===== src/rtl/ln_series_sequencer.sv =====
// ln(x) via a shared-core Taylor series, ln(1+y) with y = x - 1.
// Define LN_RANGE_CHECK_EN to reject inputs outside (0, 2.0] with err.
package ln_fp_pkg;
  localparam logic [31:0] QNAN = 32'h7FC00000;
  localparam logic [31:0] ONE = 32'h3F800000;

  // Round-to-nearest-even and pack; denormal results flush to zero.
  function automatic logic [31:0] round_pack(
    input logic sgn,
    input logic signed [10:0] e,
    input logic [23:0] m,
    input logic g,
    input logic st
  );
    logic up;
    logic [24:0] mr;
    logic signed [10:0] e2;
    logic [22:0] f;
    up = g & (st | m[0]);
    mr = {1'b0, m} + 25'(up);
    e2 = e;
    f = mr[22:0];
    if (mr[24]) begin
      e2 = e + 11'sd1;
      f = mr[23:1];
    end
    if (e2 >= 11'sd255) round_pack = {sgn, 8'hFF, 23'd0};
    else if (e2 <= 11'sd0) round_pack = {sgn, 31'd0};
    else round_pack = {sgn, e2[7:0], f};
  endfunction

  function automatic logic [4:0] lzc27(input logic [26:0] v);
    lzc27 = 5'd27;
    for (int i = 0; i < 27; i++)
      if (v[i]) lzc27 = 5'(26 - i);
  endfunction
endpackage

module spfp_adder_subtractor (
  input  logic [31:0] a,
  input  logic [31:0] b,
  input  logic        op,
  output logic [31:0] res
);
  import ln_fp_pkg::*;
  logic sa, sb, za, zb, swap, sg;
  logic [30:0] ka, kb;
  logic [7:0] eb, es, d;
  logic [23:0] mb, ms;
  logic [4:0] dsh, lz;
  logic [53:0] tmp;
  logic [26:0] mb3, ms3, n;
  logic [27:0] s;
  logic signed [10:0] e;
  logic na, nb;

  always_comb begin
    sa = a[31];
    sb = b[31] ^ ~op;
    za = a[30:23] == 8'd0;
    zb = b[30:23] == 8'd0;
    ka = za ? 31'd0 : a[30:0];
    kb = zb ? 31'd0 : b[30:0];
    swap = kb > ka;
    sg = swap ? sb : sa;
    eb = swap ? kb[30:23] : ka[30:23];
    es = swap ? ka[30:23] : kb[30:23];
    mb = swap ? {~zb, kb[22:0]} : {~za, ka[22:0]};
    ms = swap ? {~za, ka[22:0]} : {~zb, kb[22:0]};
    d = eb - es;
    dsh = (d > 8'd27) ? 5'd27 : d[4:0];
    tmp = {ms, 3'b000, 27'd0} >> dsh;
    ms3 = {tmp[53:28], tmp[27] | (|tmp[26:0])};
    mb3 = {mb, 3'b000};
    if (sa == sb) s = {1'b0, mb3} + {1'b0, ms3};
    else s = {1'b0, mb3} - {1'b0, ms3};
    lz = lzc27(s[26:0]);
    if (s[27]) begin
      n = {s[27:2], s[1] | s[0]};
      e = $signed({3'b000, eb}) + 11'sd1;
    end else begin
      n = s[26:0] << lz;
      e = $signed({3'b000, eb}) - $signed({6'd0, lz});
    end
    if (s == 28'd0) res = 32'd0;
    else res = round_pack(sg, e, n[26:3], n[2], |n[1:0]);
    na = &a[30:23];
    nb = &b[30:23];
    if ((na && a[22:0] != 0) || (nb && b[22:0] != 0) ||
        (na && nb && sa != sb)) res = QNAN;
    else if (na) res = {sa, 8'hFF, 23'd0};
    else if (nb) res = {sb, 8'hFF, 23'd0};
  end
endmodule

module spfp_multiplier (
  input  logic [31:0] a,
  input  logic [31:0] b,
  output logic [31:0] res
);
  import ln_fp_pkg::*;
  logic s, za, zb, na, nb;
  logic [47:0] p;
  logic signed [10:0] e;

  always_comb begin
    s = a[31] ^ b[31];
    za = a[30:23] == 8'd0;
    zb = b[30:23] == 8'd0;
    na = &a[30:23];
    nb = &b[30:23];
    p = {24'd0, 1'b1, a[22:0]} * {24'd0, 1'b1, b[22:0]};
    e = $signed({3'b000, a[30:23]}) + $signed({3'b000, b[30:23]}) - 11'sd127;
    if (p[47]) res = round_pack(s, e + 11'sd1, p[47:24], p[23], |p[22:0]);
    else res = round_pack(s, e, p[46:23], p[22], |p[21:0]);
    if ((na && a[22:0] != 0) || (nb && b[22:0] != 0) ||
        (na && zb) || (nb && za)) res = QNAN;
    else if (na || nb) res = {s, 8'hFF, 23'd0};
    else if (za || zb) res = {s, 31'd0};
  end
endmodule

module spfp_divider (
  input  logic [31:0] a,
  input  logic [31:0] b,
  output logic [31:0] res
);
  import ln_fp_pkg::*;
  logic s, za, zb, na, nb, rnz;
  logic [49:0] num, den;
  logic [26:0] q;
  logic signed [10:0] e;

  always_comb begin
    s = a[31] ^ b[31];
    za = a[30:23] == 8'd0;
    zb = b[30:23] == 8'd0;
    na = &a[30:23];
    nb = &b[30:23];
    num = {1'b1, a[22:0], 26'd0};
    den = zb ? 50'd1 : {26'd0, 1'b1, b[22:0]};
    q = 27'(num / den);
    rnz = (num % den) != 50'd0;
    e = $signed({3'b000, a[30:23]}) - $signed({3'b000, b[30:23]}) + 11'sd127;
    if (q[26]) res = round_pack(s, e, q[26:3], q[2], (|q[1:0]) | rnz);
    else res = round_pack(s, e - 11'sd1, q[25:2], q[1], q[0] | rnz);
    if ((na && a[22:0] != 0) || (nb && b[22:0] != 0) ||
        (na && nb) || (za && zb)) res = QNAN;
    else if (na || zb) res = {s, 8'hFF, 23'd0};
    else if (za || nb) res = {s, 31'd0};
  end
endmodule

module ln_series_sequencer #(
  parameter int NUM_TERMS = 5
) (
  input  logic        clk,
  input  logic        rst,
  input  logic        start,
  input  logic [31:0] x_in,
  output logic        busy,
  output logic        done,
  output logic [31:0] out,
  output logic        err
);
  import ln_fp_pkg::*;

  typedef enum logic [2:0] {IDLE, SUB, POW, DIV, ACC, FIN} state_t;
  localparam logic [3:0] LAST = 4'(NUM_TERMS);

  state_t state, state_nxt;
  logic [31:0] x_reg, y, pow, term, acc;
  logic [31:0] add_a, add_b, add_res, mul_res, div_res, div_k;
  logic [3:0] k;
  logic add_op, bad, bad_q;

`ifdef LN_RANGE_CHECK_EN
  logic err_q;
  assign bad = x_in[31] | (&x_in[30:23]) |
               (x_in[30:0] == 31'd0) | (x_in > 32'h40000000);
  always_ff @(posedge clk or posedge rst) begin
    if (rst) begin
      bad_q <= 1'b0;
      err_q <= 1'b0;
    end else if (state == IDLE && start) begin
      bad_q <= bad;
      err_q <= 1'b0;
    end else if (state == FIN) begin
      err_q <= bad_q;
    end
  end
  assign err = err_q;
`else
  assign bad = 1'b0;
  assign bad_q = 1'b0;
  assign err = 1'b0;
`endif

  always_comb begin
    unique case (k)
      4'd3: div_k = 32'h40400000;
      4'd4: div_k = 32'h40800000;
      4'd5: div_k = 32'h40A00000;
      4'd6: div_k = 32'h40C00000;
      4'd7: div_k = 32'h40E00000;
      4'd8: div_k = 32'h41000000;
      default: div_k = 32'h40000000;
    endcase
  end

  // Odd k adds the term, even k subtracts it.
  assign add_a = (state == SUB) ? x_reg : acc;
  assign add_b = (state == SUB) ? ONE : term;
  assign add_op = (state == SUB) ? 1'b0 : k[0];

  spfp_adder_subtractor u_add (.a(add_a), .b(add_b), .op(add_op), .res(add_res));
  spfp_multiplier u_mul (.a(pow), .b(y), .res(mul_res));
  spfp_divider u_div (.a(pow), .b(div_k), .res(div_res));

  always_ff @(posedge clk or posedge rst) begin
    if (rst) state <= IDLE;
    else state <= state_nxt;
  end

  always_comb begin
    state_nxt = state;
    unique case (state)
      IDLE: if (start) state_nxt = bad ? FIN : SUB;
      SUB: state_nxt = (LAST == 4'd1) ? FIN : POW;
      POW: state_nxt = DIV;
      DIV: state_nxt = ACC;
      ACC: state_nxt = (k == LAST) ? FIN : POW;
      FIN: state_nxt = IDLE;
      default: state_nxt = IDLE;
    endcase
  end

  always_ff @(posedge clk or posedge rst) begin
    if (rst) begin
      x_reg <= '0;
      y <= '0;
      pow <= '0;
      term <= '0;
      acc <= '0;
      k <= '0;
      out <= '0;
      busy <= 1'b0;
      done <= 1'b0;
    end else begin
      case (state)
        IDLE: begin
          done <= 1'b0;
          if (start) begin
            x_reg <= x_in;
            busy <= 1'b1;
          end
        end
        SUB: begin
          y <= add_res;
          pow <= add_res;
          acc <= add_res;
          k <= 4'd2;
        end
        POW: pow <= mul_res;
        DIV: term <= div_res;
        ACC: begin
          acc <= add_res;
          if (k != LAST) k <= k + 4'd1;
        end
        FIN: begin
          out <= bad_q ? QNAN : acc;
          done <= 1'b1;
          busy <= 1'b0;
        end
        default: ;
      endcase
    end
  end
endmodule


===== config.mk =====
export PLATFORM = sky130hd
export DESIGN_NAME = ln_series_sequencer
export DESIGN_NICKNAME = d
export VERILOG_FILES = /design/src/rtl/ln_series_sequencer.sv
export SDC_FILE = /design/constraint.sdc
export NUM_CORES = 2
export LEC_CHECK = 0
export BUFFER_PORTS_ARGS = -buffer_cell sky130_fd_sc_hd__buf_2
export CORE_MARGIN = 3
export CORE_UTILIZATION = 40
export DETAILED_ROUTE_END_ITERATION = 7
export PLACE_DENSITY = 0.58
export RECOVER_POWER = 50
export SYNTH_ARGS = -nofsm -noshare
export SYNTH_HDL_FRONTEND = slang
export SYNTH_SLANG_ARGS = --single-unit

===== constraint.sdc =====
create_clock -name clk -period 54.8 [get_ports clk]
set_input_delay 10.96 -clock clk [delete_from_list [all_inputs] [get_ports clk]]
set_output_delay 10.96 -clock clk [all_outputs]
set_load 0.005 [all_outputs]

==> out/results.ini <==
[run]
maxCapViolations=8

[sta]
setup_viol=0
timing.fmax_mhz=19.6
skew_ns=0.0162
fin_crit_sh_pct=93.1
layout_min_cycle_time_ns=51.00
max_slew_margin_pct=-170
fin_setup_tns_ns=0
finalHoldViolCount=0
tightest_slew_ns=4.05
drv_slew=412

[critical_path]
crit_path_end_kind=register
critPathArrivalTime_ns=51.43
slowest_stage=or4_1
cp_common_cell=ha_1
cp-endpoint=term[0]$_DFFE_PP0N_
worstSetupStartpointType=register
critical-path-max-stage-delay_ns=0.51
ff2ff_setup_slack_ns=3.80
path_max_fanout=21
cp-startpoint=k[0]$_DFFE_PP0P_
critPathKind=register to register
rr_worst_depth=248
reg2reg_to=term[0]$_DFFE_PP0N_
reg2reg_from=k[0]$_DFFE_PP0P_
critical_path_required_ns=55.23

[synth]
yosysMostFrequentCell=nand2_1
synth_nets=8263
synth_common_cells=927 x nand2_1, 688 x inv_1, 575 x nor2_1, 487 x fa_1, 381 x a21oi_1
synth_edf_count=0
yosysTopAreaCellShare_pct=17.4
synth_top_family_by_area=simple AND/OR/NAND/NOR gates
yosysTopAreaCell=fa_1
synth_xor_area_share_pct=5.99
syn_inst=7403
ys_types=141
yosys-mux-area-fraction_pct=4.68
synthAdderAreaFrac_pct=25.0
synthFlopType=dfrtp_1
async_flop_share_pct=100
ys_seq_area_share_pct=8.99
synthTopCellsByArea=fa_1 17%, dfrtp_1 9.0%, ha_1 7.6%, nand2_1 6.2%, inv_1 4.6%
yosys_warnings=0
ys_seq_elements=201
synthSimpleGateAreaFrac_pct=25.4
synth.avg_cell_area_um2=7.55
synth_compound_area_share_pct=22.6
synth.cell_area_mm2=0.0559

[floorplanning]
fp.dieArea_mm2=0.144
rows=136
core_area_mm2=0.138
start_util_pct=40.5
io_pins=70
die_x_um=380
die_h_um=380

[place]
dp_hpwl_mm=166
place.gp.congestion=0.962
numPortBuffers=68

[clocking]
root_buffer=clkbuf_16
cts_sinks=201
clkTransAtPathRegs_ns=0.07
clkLatencyLatePin_ns=0.58
htreeDepth=1
cts_tree=done
cts_buffers=25
cts_buffer_depth=3
ctsHoldBuffers=0

[routing]
drc=0
via_per_inst=6.09
wl_met2_mm=96.9
drt-initial-drc-count=5180
vias=56300
wl_met1_mm=91.8
drt_pass1_iterations=6
routed-wl-met3_mm=12.8
routed_wl_mm=211
avgRoutedWirePerCell_um=22.8
highest_layer=met5
antenna_left=0

[global_route]
grt_pass1_vias=54600
grt_pass1_wl_mm=326
grt_overflow=0
gr-usage-all-layers_pct=28.2
grt_antenna_before_repair=2
grt_max_degree=75

[final_layout]
regArea_mm2=0.00503
fill_cells=14200
drive_gt1_share_pct=9.72
nets=8226
multiInputGateArea_mm2=0.0473
area_delta_synth_final_pct=7.62

[worst_hold_path]
hold_path_class=register to register

[outcome]
status=finished, violations left
violations=capacitance limit, slew limit

==> layer usage <==
metal | global-route usage, % | up-vias
li1 | - | 26000
met3 | 2.46 | 434
met5 | 0 | -
met2 | 46.4 | 2222
met4 | 10.6 | 2
met1 | 38.6 | 27700
==> layout make-up <==
cell class,instances,share of cell area [%]
multi-input cells,6147,78.5
clock inverters,19,0.476
diodes,1,0.00416
well taps,1863,3.87
inverters,694,4.33
clock buffers,27,1.05
repair buffers,297,3.38
flip-flops and latches,201,8.36
==> critical path, delay by kind of cell (launching register included) <==
family / cells / cell delay, ns
buffers and inverters: 22 / 2.65
multiplexers: 13 / 3.43
AND/OR/NAND/NOR: 90 / 18.07
adder cells (fa/ha/maj): 28 / 8.13
AO/OA/AOI/OAI: 94 / 17.89
XOR/XNOR: 1 / 0.13
flip-flops: 1 / 0.46
==> cells in the final DEF (no fill, tap or decap), types with 37 or more instances in the layout <==
cell type  netlist  layout
or2_2           59      59
o21bai_1        77      76
and2_1         258     257
a21o_1          97      97
or3_1           66      66
ha_1           338     334
o31ai_1         77      77
buf_4            9     219
nor2_1         575     565
a21oi_1        381     375
and3_1          78      76
o21ai_1         40      37
fa_1           487     487
nand2_1        927     926
inv_1          688     687
xor2_1          85      85
nand4_1         94      94
o21a_1          86      86
a211oi_1       101     101
nand2b_1        73      70
mux2i_1        112     108
o22ai_1         47      47
mux2_2         120     120
dfrtp_1        201     200
o211ai_1        50      50
buf_2           27      67
o21ai_0        345     338
a31oi_1         89      87
nor4_1          81      78
nand3_1        180     178
nor2b_1         38      38
xnor2_1        294     293
nor3_1         209     204
==> per-stage QoR <==
step	hold WS, ns	util [%]	setup slack [ns]	area (µm²)	cells
floorplan	0.450	-	0.0629	56000	7403
global placement	0.458	42.6	0.962	58800	9171
detailed placement	0.465	42.6	-0.649	58800	9171
CTS	0.479	43.2	0.00623	59700	9217
global route	0.499	43.6	-0.125	60200	9248
finish	0.479	43.6	3.80	60200	9249
==> kinds of logic after synthesis <==
group / after synthesis
buf+inv: 1056
xor+xnor: 381
flops: 201
simple gates: 2853
compound gates: 1843
mux: 241
fa+ha+maj: 827
other cells: 1
==> repair_timing <==
action                     in CTS  in global routing
gates cloned                    0                  2
setup endpoints to repair      30                 31
resized for setup               5                 63
pin swaps                       0                 10
setup buffers                   0                 29
==> worst min-delay path by stage <==
stage	slack, ns	endpoint	cells past startpoint	from
finish	0.48	busy$_DFFE_PP0P_	1	busy$_DFFE_PP0P_
global route	0.50	busy$_DFFE_PP0P_	1	busy$_DFFE_PP0P_
CTS	0.48	busy$_DFFE_PP0P_	1	busy$_DFFE_PP0P_
detailed placement	0.47	busy$_DFFE_PP0P_	1	busy$_DFFE_PP0P_
global placement	0.46	busy$_DFFE_PP0P_	1	busy$_DFFE_PP0P_
floorplan	0.45	acc[27]$_DFFE_PP0P_	2	acc[27]$_DFFE_PP0P_
Power is left out: the tool's default activity adds up to more than one toggle a clock period on the data nets, which glitch-free logic cannot reach.
